`src/rtl/pipe_stage_reg.sv`:
```
// ============================================================================
// Module   : pipe_stage_reg
// Brief    : Elastic pipeline-stage register, two-entry skid buffer with
//            freeze (BUSYWAIT) and bubble-inserting FLUSH.
// Revision : 1.0
// ============================================================================
`default_nettype none

module pipe_stage_reg #(
  parameter int                    DATA_WIDTH  = 133,
  parameter int                    CTRL_WIDTH  = 15,
  parameter logic [DATA_WIDTH-1:0] DATA_RESET  = '0,
  parameter logic [CTRL_WIDTH-1:0] CTRL_BUBBLE = '0
) (
  input  logic                  CLK,
  input  logic                  RESET,
  input  logic                  BUSYWAIT,
  input  logic                  FLUSH,
  input  logic                  IN_VALID,
  output logic                  IN_READY,
  input  logic [DATA_WIDTH-1:0] IN_DATA,
  input  logic [CTRL_WIDTH-1:0] IN_CTRL,
  output logic                  OUT_VALID,
  input  logic                  OUT_READY,
  output logic [DATA_WIDTH-1:0] OUT_DATA,
  output logic [CTRL_WIDTH-1:0] OUT_CTRL,
  output logic [1:0]            OCCUPANCY
);

  logic                  r_main_valid;
  logic [DATA_WIDTH-1:0] r_main_data;
  logic [CTRL_WIDTH-1:0] r_main_ctrl;
  logic                  r_skid_valid;
  logic [DATA_WIDTH-1:0] r_skid_data;
  logic [CTRL_WIDTH-1:0] r_skid_ctrl;

  logic w_in_ready;
  logic w_accept;
  logic w_issue;

  // Ready comes only from the skid flag, so downstream stalls never ripple upstream combinationally.
  assign w_in_ready = ~r_skid_valid & ~RESET;
  assign w_accept   = IN_VALID & w_in_ready & ~BUSYWAIT;
  assign w_issue    = r_main_valid & OUT_READY & ~BUSYWAIT;

  always_ff @(posedge CLK or posedge RESET) begin
    if (RESET) begin
      r_main_valid <= 1'b0;
      r_main_data  <= DATA_RESET;
      r_main_ctrl  <= CTRL_BUBBLE;
      r_skid_valid <= 1'b0;
      r_skid_data  <= DATA_RESET;
      r_skid_ctrl  <= CTRL_BUBBLE;
    end else if (FLUSH) begin
      r_main_valid <= 1'b0;
      r_skid_valid <= 1'b0;
    end else if (!BUSYWAIT) begin
      if (!r_main_valid) begin
        if (w_accept) begin
          r_main_valid <= 1'b1;
          r_main_data  <= IN_DATA;
          r_main_ctrl  <= IN_CTRL;
        end
      end else if (w_issue) begin
        if (r_skid_valid) begin
          r_main_data  <= r_skid_data;
          r_main_ctrl  <= r_skid_ctrl;
          r_skid_valid <= 1'b0;
        end else if (w_accept) begin
          r_main_data  <= IN_DATA;
          r_main_ctrl  <= IN_CTRL;
        end else begin
          r_main_valid <= 1'b0;
        end
      end else if (w_accept) begin
        r_skid_valid <= 1'b1;
        r_skid_data  <= IN_DATA;
        r_skid_ctrl  <= IN_CTRL;
      end
    end
  end

  assign IN_READY  = w_in_ready;
  assign OUT_VALID = r_main_valid;
  assign OUT_DATA  = r_main_data;
  assign OUT_CTRL  = r_main_valid ? r_main_ctrl : CTRL_BUBBLE;
  assign OCCUPANCY = {1'b0, r_main_valid} + {1'b0, r_skid_valid};

endmodule

`default_nettype wire

```
`config.mk`:
```
export PLATFORM = sky130hd
export DESIGN_NAME = pipe_stage_reg
export DESIGN_NICKNAME = d
export VERILOG_FILES = /design/src/rtl/pipe_stage_reg.sv
export SDC_FILE = /design/constraint.sdc
export NUM_CORES = 1
export LEC_CHECK = 0
export BUFFER_PORTS_ARGS = -buffer_cell sky130_fd_sc_hd__clkbuf_2
export CORE_AREA = 2 2 235 237
export DETAILED_ROUTE_END_ITERATION = 10
export DIE_AREA = 0 0 237 239
export GPL_TIMING_DRIVEN = 0
export PLACE_DENSITY = 0.42
export SLEW_MARGIN = 25
export SYNTH_ARGS = -nofsm -noshare
export SYNTH_HDL_FRONTEND = slang
export SYNTH_SLANG_ARGS = --single-unit
```
`constraint.sdc`:
```
create_clock -name CLK -period 13.45 [get_ports CLK]
set_input_delay 3.3625 -clock CLK [delete_from_list [all_inputs] [get_ports CLK]]
set_output_delay 3.3625 -clock CLK [all_outputs]
set_load 0.02 [all_outputs]
```
==> run_results.csv <==
group,metric,value,unit
run_status,outcome,"complete, no violations",
die,dieArea,56640,um^2
grt,grt_pass1_vias,8649,
power_and_ir_drop,power_frac_comb,19.1,%
setup_path,arrival,3.81,ns
sta,rsz0062_at_grt,"false",
grt,grt_antenna_before_repair,5,
placed_design,portBuffers,305,
min_path,min_to,"r_skid_data[90]$_DFFE_PP0P_",
finish,stdcell_count,1906,
power_and_ir_drop,cell_internal_pwr,1936,uW
cts,cts_resized,0,
setup_path,reg2reg_depth,5,
sta,final.setup.tns,0,ns
grt,grt_pass1_wl,54420,um
setup_path,worstSetupStartpoint,"RESET",
synthesis,syn_area_per_cell,16.26,um^2
min_path,min-delay-path-class,"flip-flop to flip-flop",
finish,final_util,31.62,%
setup_path,ff2ff_setup_slack,11.11,ns
power_and_ir_drop,p_leak,0.008354,uW
drt,vias_per_cell,4.180,
min_path,whs_path_depth,1,
power_and_ir_drop,clkPwrFrac,39.1,%
die,pin_count,306,
drt,drc,0,
drt,drtIter0Drc,168,
setup_path,cp_max_fo,3,
finish,design_area,17180,um^2
die,die_h,239,um
setup_path,r2r_end,"r_skid_data[32]$_DFFE_PP0P_",
cts,cts_sinks,298,
placed_design,hpwl,24770,um
sta,finalCritPeriodShare,53.31,%
min_path,min_from,"r_skid_data[90]$_DFFE_PP0P_",
die,die_w,237,um
drt,firstDrtPassIters,4,
placed_design,gp_congestion,0.7041,
synthesis,yosysWarnings,0,
cts,cts_buffers,39,
power_and_ir_drop,p_switching,747.5,uW
synthesis,synth_cell_type_count,21,
synthesis,postSynthCellCount,825,
grt,grt_max_degree,85,
cts,cts_max_level,2,
placed_design,dpl_cell_area,15910,um^2
drt,drt-total-wl,35710,um
finish,syn_to_final_growth,28.08,%
cts,cts_root_buf,"clkbuf_16",
cts,clk_latency,0.55,ns
placed_design,dp.cells,1837,
sta,timing.final.crit_period,7.170,ns
drt,ant_nets,0,
setup_path,worstReg2RegStart,"r_skid_valid$_DFFE_PP0P_",
cts,postCtsHoldBufs,0,
sta,report.final.slew_viol_count,0,
die,start_util,24.69,%
power_and_ir_drop,powerDensity,156.1,nW/um^2
sta,fin_skew,0.01389,ns
cts,cts_setup_buffers,0,
die,core_area,54340,um^2
drt,avgRoutedWirePerCell,18.74,um
synthesis,synth_nets,980,
synthesis,yosys_register_bits,298,
setup_path,worst_ep_required_time,10.09,ns
sta,setup_viol,0,
sta,worst_slew_pin_slew,0.5503,ns
setup_path,cp-end-kind,"output pin",
cts,cts_buffer_depth,3,
power_and_ir_drop,vdd_ir_drop_max,0.00009385,V
sta,timing.slew.headroom,63.31,%
setup_path,critPathKind,"input pin to output pin",
job,maxCapViolCount,0,
grt,grt_util_all_layers,12.60,%
die,num_rows,86,
synthesis,yosysSeqAreaShare,55.59,%
grt,overflow,0,
sta,clock.fmax,0.1395,GHz
cts,cts.clk_slew.worst_paths,0.06,ns
synthesis,syn_area,13420,um^2
drt,dr_total_vias,7968,
setup_path,cp-start-kind,"input pin",
power_and_ir_drop,pwr-share-seq,41.9,%
finish,layout-drive-gt1-share,71.36,%
cts,cts_tree,"built",
finish,nNetsFinal,1329,
power_and_ir_drop,sw_frac_of_total,27.86,%
sta,hold_violations,0,
registers in the layout, indices dropped and copies added (netlist names):
signal	flops
r_main_ctrl	15
OUT_VALID	1
r_skid_ctrl	15
OUT_DATA	133
r_skid_valid	1
r_skid_data	133
synth_stat cells, drive strengths merged:
master	number	share of area, %
buf	49	2.7
nand2	2	0.056
mux2	444	40
a21oi	1	0.037
o21ai	1	0.037
ha	1	0.093
dfrtp	298	56
inv	4	0.11
clkbuf	1	0.028
and2	16	0.75
nand2b	1	0.047
a31oi	1	0.047
nand4	1	0.047
o221a	1	0.15
nor3b	1	0.14
a32oi	1	0.065
nor2	2	0.056
worst max-delay path, stage by stage:
cell      delay, ns
clkbuf_2       0.15
nor2_1         0.11
clkbuf_2       0.18
how the worst max path moves through the flow:
stage                               end  slack [ns]  depth (start not counted)
4_1_cts                        IN_READY        6.28                          3
3_5_place_dp                   IN_READY        6.28                          3
3_3_place_gp   OUT_DATA[34]$_DFFE_PP0P_       -3.05                          2
2_1_floorplan   OUT_DATA[0]$_DFFE_PP0P_        1.85                          1
5_1_grt                        IN_READY        6.23                          3
6_report                       IN_READY        6.28                          3
logic make-up after synthesis:
kind of cell,share of synthesized area (%)
AO/OA/AOI/OAI,0.3357
adder cells (fa/ha/maj),0.09325
buffers and inverters,2.826
flip-flops,55.59
multiplexers,40.07
AND/OR/NAND/NOR,1.091
stage by stage:
| stage | power [uW] | hold slack, ns | worst slack (ns) |
|---|---|---|---|
| after floorplan | 1462 | 0.4602 | 1.855 |
| after global placement | 1651 | 0.4700 | -3.049 |
| after detailed placement | 1660 | 0.4769 | 6.280 |
| after CTS | 2740 | 0.4892 | 6.277 |
| after global routing | 2816 | 0.5078 | 6.230 |
| final | 2683 | 0.4870 | 6.280 |
cell usage in the layout (no fill, tap or decap):
master	instances
nor3b_4	1
clkinv_2	3
nand4_1	1
a32oi_1	1
nand2_1	2
a21oi_1	1
ha_1	1
clkbuf_16	41
clkbuf_8	8
bufinv_16	2
buf_6	18
a31oi_1	1
clkbuf_1	14
o21ai_0	1
dfrtp_1	298
inv_1	3
nor2_1	2
clkinvlp_4	1
inv_8	1
buf_4	1
o221a_4	1
clkbuf_2	305
and2_1	16
diode_2	1
mux2_2	342
buf_2	30
nand2b_1	1
mux2_1	2
mux2_4	100
buf_16	3
cell type report:
type	count	area [um^2]
tap	704	880.8
clock buffer	62	1185
clock inverter	6	82.58
sequential	298	7457
multi-input combinational	473	5579
antenna	1	2.502
fill	5504	37160
buffer	50	364.1
inverter	4	22.52
timing repair buffer	308	1609
per-layer routing:
layer / track usage (%) / vias up / share of wire [%]
li1: - / 3675 / -
met1: 15.62 / 4010 / 44
met2: 20.20 / 207 / 46
met3: 4.688 / 66 / 7.5
met4: 4.258 / 10 / 2.5
met5: 0 / - / 0.17
power by group through the flow:
stage          clock [uW]  combinational, uW  sequential [uW]
2_1_floorplan           0                219             1240
3_3_place_gp            0                515             1140
3_5_place_dp            0                522             1140
4_1_cts              1090                524             1120
5_1_grt              1120                551             1140
6_report             1050                511             1120
Power figures use the tool's default switching activity.
